## src/rtl/mc_control_fsm.sv

```systemverilog
// Multi-cycle RV32I sequencing controller: walks fetch/decode/execute/memory/writeback
// and drives every datapath enable and mux select, with memory timeout and illegal-op halt.
module mc_control_fsm #(
  parameter int unsigned CNT_W   = 32,
  parameter int unsigned TIMEOUT = 15
) (
  input  logic             clk,
  input  logic             areset,
  input  logic [6:0]       opcode,
  input  logic             branch_taken,
  input  logic             mem_ready,
  output logic             pc_write,
  output logic             adr_src,
  output logic             mem_write,
  output logic             ir_write,
  output logic             reg_write,
  output logic [1:0]       result_src,
  output logic [1:0]       alu_src_a,
  output logic [1:0]       alu_src_b,
  output logic [1:0]       alu_op,
  output logic [3:0]       state,
  output logic             halted,
  output logic [CNT_W-1:0] instret
);

  localparam int unsigned WAIT_W = (TIMEOUT > 1) ? $clog2(TIMEOUT + 1) : 1;

  localparam logic [6:0] OP_LW     = 7'b0000011;
  localparam logic [6:0] OP_SW     = 7'b0100011;
  localparam logic [6:0] OP_RTYPE  = 7'b0110011;
  localparam logic [6:0] OP_ITYPE  = 7'b0010011;
  localparam logic [6:0] OP_JAL    = 7'b1101111;
  localparam logic [6:0] OP_BRANCH = 7'b1100011;

  typedef enum logic [3:0] {
    S_FETCH    = 4'd0,
    S_DECODE   = 4'd1,
    S_MEMADR   = 4'd2,
    S_MEMREAD  = 4'd3,
    S_MEMWB    = 4'd4,
    S_MEMWRITE = 4'd5,
    S_EXECR    = 4'd6,
    S_EXECI    = 4'd7,
    S_ALUWB    = 4'd8,
    S_JAL      = 4'd9,
    S_BRANCH   = 4'd10,
    S_HALT     = 4'd11
  } state_t;

  state_t             state_q, state_d;
  logic [WAIT_W-1:0]  wait_q, wait_d;
  logic               retire;
  logic               mem_wait;

  // State, sticky halt, retire counter and memory wait counter
  always_ff @(posedge clk) begin
    if (areset) begin
      state_q <= S_FETCH;
      halted  <= 1'b0;
      instret <= '0;
      wait_q  <= '0;
    end else begin
      state_q <= state_d;
      halted  <= (state_d == S_HALT);
      wait_q  <= wait_d;
      if (retire) instret <= instret + CNT_W'(1);
    end
  end

  assign state = state_q;

  // Next state, Moore-decoded controls and wait/timeout bookkeeping
  always_comb begin
    state_d    = state_q;
    retire     = 1'b0;
    mem_wait   = 1'b0;
    wait_d     = '0;
    pc_write   = 1'b0;
    adr_src    = 1'b0;
    mem_write  = 1'b0;
    ir_write   = 1'b0;
    reg_write  = 1'b0;
    result_src = 2'd0;
    alu_src_a  = 2'd0;
    alu_src_b  = 2'd0;
    alu_op     = 2'd0;

    case (state_q)
      S_FETCH: begin
        mem_wait   = 1'b1;
        alu_src_b  = 2'd2;
        result_src = 2'd2;
        ir_write   = mem_ready;
        pc_write   = mem_ready;
        if (mem_ready) state_d = S_DECODE;
      end
      S_DECODE: begin
        alu_src_a = 2'd1;
        alu_src_b = 2'd1;
        case (opcode)
          OP_LW, OP_SW: state_d = S_MEMADR;
          OP_RTYPE:     state_d = S_EXECR;
          OP_ITYPE:     state_d = S_EXECI;
          OP_JAL:       state_d = S_JAL;
          OP_BRANCH:    state_d = S_BRANCH;
          default:      state_d = S_HALT;
        endcase
      end
      S_MEMADR: begin
        alu_src_a = 2'd2;
        alu_src_b = 2'd1;
        state_d   = (opcode == OP_LW) ? S_MEMREAD : S_MEMWRITE;
      end
      S_MEMREAD: begin
        mem_wait = 1'b1;
        adr_src  = 1'b1;
        if (mem_ready) state_d = S_MEMWB;
      end
      S_MEMWB: begin
        result_src = 2'd1;
        reg_write  = 1'b1;
        retire     = 1'b1;
        state_d    = S_FETCH;
      end
      S_MEMWRITE: begin
        mem_wait  = 1'b1;
        adr_src   = 1'b1;
        mem_write = 1'b1;
        if (mem_ready) begin
          retire  = 1'b1;
          state_d = S_FETCH;
        end
      end
      S_EXECR: begin
        alu_src_a = 2'd2;
        alu_op    = 2'd2;
        state_d   = S_ALUWB;
      end
      S_EXECI: begin
        alu_src_a = 2'd2;
        alu_src_b = 2'd1;
        alu_op    = 2'd2;
        state_d   = S_ALUWB;
      end
      S_ALUWB: begin
        reg_write = 1'b1;
        retire    = 1'b1;
        state_d   = S_FETCH;
      end
      S_JAL: begin
        alu_src_a = 2'd1;
        alu_src_b = 2'd2;
        pc_write  = 1'b1;
        state_d   = S_ALUWB;
      end
      S_BRANCH: begin
        alu_src_a = 2'd2;
        alu_op    = 2'd1;
        pc_write  = branch_taken;
        retire    = 1'b1;
        state_d   = S_FETCH;
      end
      S_HALT:  state_d = S_HALT;
      default: state_d = S_HALT;
    endcase

    // Memory wait timeout: the TIMEOUT-th consecutive not-ready cycle halts
    if (mem_wait && !mem_ready) begin
      if (wait_q == WAIT_W'(TIMEOUT - 1)) begin
        state_d = S_HALT;
        retire  = 1'b0;
      end else begin
        wait_d = wait_q + WAIT_W'(1);
      end
    end
    if (state_d != state_q) wait_d = '0;

    if (areset) begin
      pc_write  = 1'b0;
      ir_write  = 1'b0;
      mem_write = 1'b0;
      reg_write = 1'b0;
    end
  end

endmodule

```

## config.mk

```make
export PLATFORM = sky130hd
export DESIGN_NAME = mc_control_fsm
export DESIGN_NICKNAME = d
export VERILOG_FILES = /design/src/rtl/mc_control_fsm.sv
export SDC_FILE = /design/constraint.sdc
export NUM_CORES = 1
export LEC_CHECK = 0
export ABC_AREA = 1
export BUFFER_PORTS_ARGS = -buffer_cell sky130_fd_sc_hd__buf_4
export CORE_MARGIN = 5
export CORE_UTILIZATION = 40
export DETAILED_ROUTE_END_ITERATION = 7
export GPL_TIMING_DRIVEN = 0
export PLACE_DENSITY = 0.66
export SLEW_MARGIN = 10
export SYNTH_ARGS = -nofsm -noshare
export SYNTH_HDL_FRONTEND = slang
export SYNTH_SLANG_ARGS = --single-unit
```

## constraint.sdc

```tcl
create_clock -name clk -period 4.1 [get_ports clk]
set_input_delay 1.025 -clock clk [delete_from_list [all_inputs] [get_ports clk]]
set_output_delay 1.025 -clock clk [all_outputs]
set_load 0.02 [all_outputs]
```

==> metrics.csv <==
stage,metric,value,unit
run_status,outcome,completed,
layout,fin cells,595,
global_route,initial antenna violation count,0,
floorplanning,DIE WIDTH,91.1,µm
clock_network,clk_lat worst skew,300,ps
routing,vias,2878,
synth,Mapped Avg Cell Area,5.84,µm²
timing,Max Freq,347,MHz
clock_network,total clock sinks,41,
placement,Routability Congestion,0.876,
critical_path,Crit Path Max Fanout,10,
synth,share of the synthesized area in the top cell type,0.312,
synth,sequential element share of the synthesized area,0.312,
flow_run,max-cap viol count,0,
layout,P&R area growth vs syn,24.7,%
timing,Worst-Margin Slew,534,ps
routing,routed length per placed instance,11.8,µm
clock_network,post-cts hold buffer count,0,
critical_path,Worst setup SP type,input pin,
timing,post-layout min period,2880,ps
floorplanning,die footprint,8290,µm²
pwr,Pwr per Cell Area,401,nW/µm²
floorplanning,row cnt,29,
floorplanning,Die Ht,91.1,µm
timing,endpoints failing setup,0,
synth,synthesized flop and latch total,41,
global_route,largest net degree at the start of global routing,13,
critical_path,CP required,3070,ps
pwr,VDD IR-drop max,338,µV
clock_network,clock buffer depth,2,
hold_path,worst hold path type,flip-flop to flip-flop,
routing,Routed WL,7040,µm
critical_path,Worst EP arrival,1860,ps
synth,Synth Warn #,0,
clock_network,clock root buffer,clkbuf_8,
routing,drt first-iter violations,164,
layout,Fill cells,692,
synth,"Cell Area, Synth",2630,µm²
placement,post-detail-place hpwl,5630,µm
synth,Main synth FF type,dfxtp_1,
placement,Placed Area,3170,µm²
global_route,first-pass GRT wire length,11900,µm
timing,worst-case clock skew,8.26,ps
layout,share of cells above drive strength 1,0.166,
floorplanning,initial core utilization,0.411,
placement,I/O Buffers,60,
clock_network,htree depth,2,
critical_path,WS Path Type,input pin to primary output,
floorplanning,I/O pin total,61,
routing,vias per inst,4.84,
global_route,vias in the first global route,2697,
synth,Mapped Cells,450,
clock_network,post_cts resized,0,
synth,most common cell in the synthesized netlist,nand2_1,
global_route,Total Routing Usage GR,0.169,
synth,cell type with the largest total area after synthesis,dfxtp_1,
clock_network,"Setup Fix Bufs, Post-CTS",0,
critical_path,CP Capture Type,primary output,
pwr,P_leak,1.50,nW
timing,"Slew Viols, Final",0,
placement,Post-Place Cells,587,
layout,post-route cell area,3280,µm²
synth,syn_nets,464,
routing,1st-pass router iterations,4,
synth,number of synthesized flops with an enable pin,0,
clock_network,clock slew at reported path FFs,80,ps
routing,Residual DRC,0,
synth,Synth cell types,31,
critical_path,reg2reg path depth,9,
synth,top cells by instance count after synthesis,"nand2_1 (165), nor2_1 (89), inv_1 (51)",
routing,Routed Antenna Nets,0,
hold_path,Hold Path Depth,1,
timing,unrepaired setup endpoints after global routing,false,
floorplanning,placeable core area,6390,µm²
synth,Synth async-reset ratio,0,
clock_network,Num CTS Buffers,5,
layout,nets@finish,531,
clock_network,CTS tree,done,
timing,Final Hold Viols,0,
timing,fin crit share,0.703,
layout,Antenna Cells,0,
timing,Fin Setup TNS,0,ps
timing,slew margin rel.,0.643,
synth,ranking of synthesized cells by area,"dfxtp_1 (31%), nand2_1 (24%), nor2_1 (13%), inv_1 (7.3%), a21oi_1 (4.2%)",
global_route,GR Overflow Total,0,
[metal layers]
layer,track usage,share of wire,vias up,wire length (µm)
met1,0.205,0.45,1278,3160
met4,0.0318,0.0084,0,59
met2,0.302,0.49,62,3440
li1,-,-,1530,-
met5,0,0,-,0
met3,0.0430,0.054,8,383
[flip-flops by register name, indices dropped and copies added (netlist names)]
register	cells
halted	1
instret	32
state	4
wait_q	4
[final timing paths]
check                              endpoint        from  slack (ps)
worst max-delay path              reg_write      areset        1220
worst min-delay path              wait_q[0]   wait_q[0]         470
worst min register to register    wait_q[0]   wait_q[0]         470
worst max register to register  instret[24]  instret[0]        2370
[cells in the final DEF, fill, tap and decap left out, drive strengths merged]
| cell | instances |
|---|---|
| nand3b | 8 |
| o22ai | 1 |
| clkinv | 2 |
| xor2 | 4 |
| o21bai | 1 |
| xnor2 | 3 |
| dfxtp | 41 |
| and2 | 1 |
| nor2 | 94 |
| buf | 65 |
| nand2 | 167 |
| o21ai | 11 |
| a31oi | 3 |
| clkbuf | 9 |
| a21oi | 22 |
| and3 | 1 |
| nor3 | 3 |
| ha | 3 |
| nand4 | 8 |
| nand3 | 18 |
| inv | 53 |
[logic make-up (layout without fill, tap and decap cells)]
| kind of cell | Yosys count | count (layout) | share of synthesized area |
|---|---|---|---|
| flops | 41 | 41 | 0.312 |
| simple gates | 300 | 300 | 0.479 |
| xor+xnor | 7 | 7 | 0.0233 |
| fa+ha+maj | 3 | 3 | 0.0143 |
| buf+inv | 61 | 129 | 0.0962 |
| compound gates | 38 | 38 | 0.0752 |
[critical path, cell delays in order]
cell and delay [ps]:
buf_4 130, clkbuf_1 400, nor2_1 130, buf_4 180
[where the power goes]
part / leakage, nW / total (mW) / internal (mW) / switching [mW]
clock: 0.0542 / 0.299 / 0.152 / 0.147
combinational: 1.11 / 0.556 / 0.200 / 0.356
sequential: 0.331 / 0.457 / 0.422 / 0.0352
total: 1.50 / 1.31 / 0.775 / 0.538
[cell type report]
| type | instances | area [µm²] | share of cell area |
|---|---|---|---|
| multi-input cells | 348 | 1550 | 0.474 |
| flip-flops and latches | 41 | 821 | 0.251 |
| inverters | 54 | 203 | 0.0619 |
| plain buffers | 7 | 50.0 | 0.0153 |
| clock inverters | 1 | 5.00 | 0.00153 |
| repair buffers | 60 | 450 | 0.138 |
| clock buffers | 7 | 96.3 | 0.0294 |
| well taps | 77 | 96.3 | 0.0294 |
[per-stage QoR]
stage	total power, mW	setup slack (ps)	util	hold slack [ps]
5_1_grt	1.39	1150	0.513	501
3_3_place_gp	1.02	1230	0.497	444
2_1_floorplan	0.831	1480	-	430
6_report	1.31	1220	0.513	469
3_5_place_dp	1.02	1220	0.497	457
4_1_cts	1.32	1220	0.513	477
No activity file was read; power rests on OpenSTA's default activity.
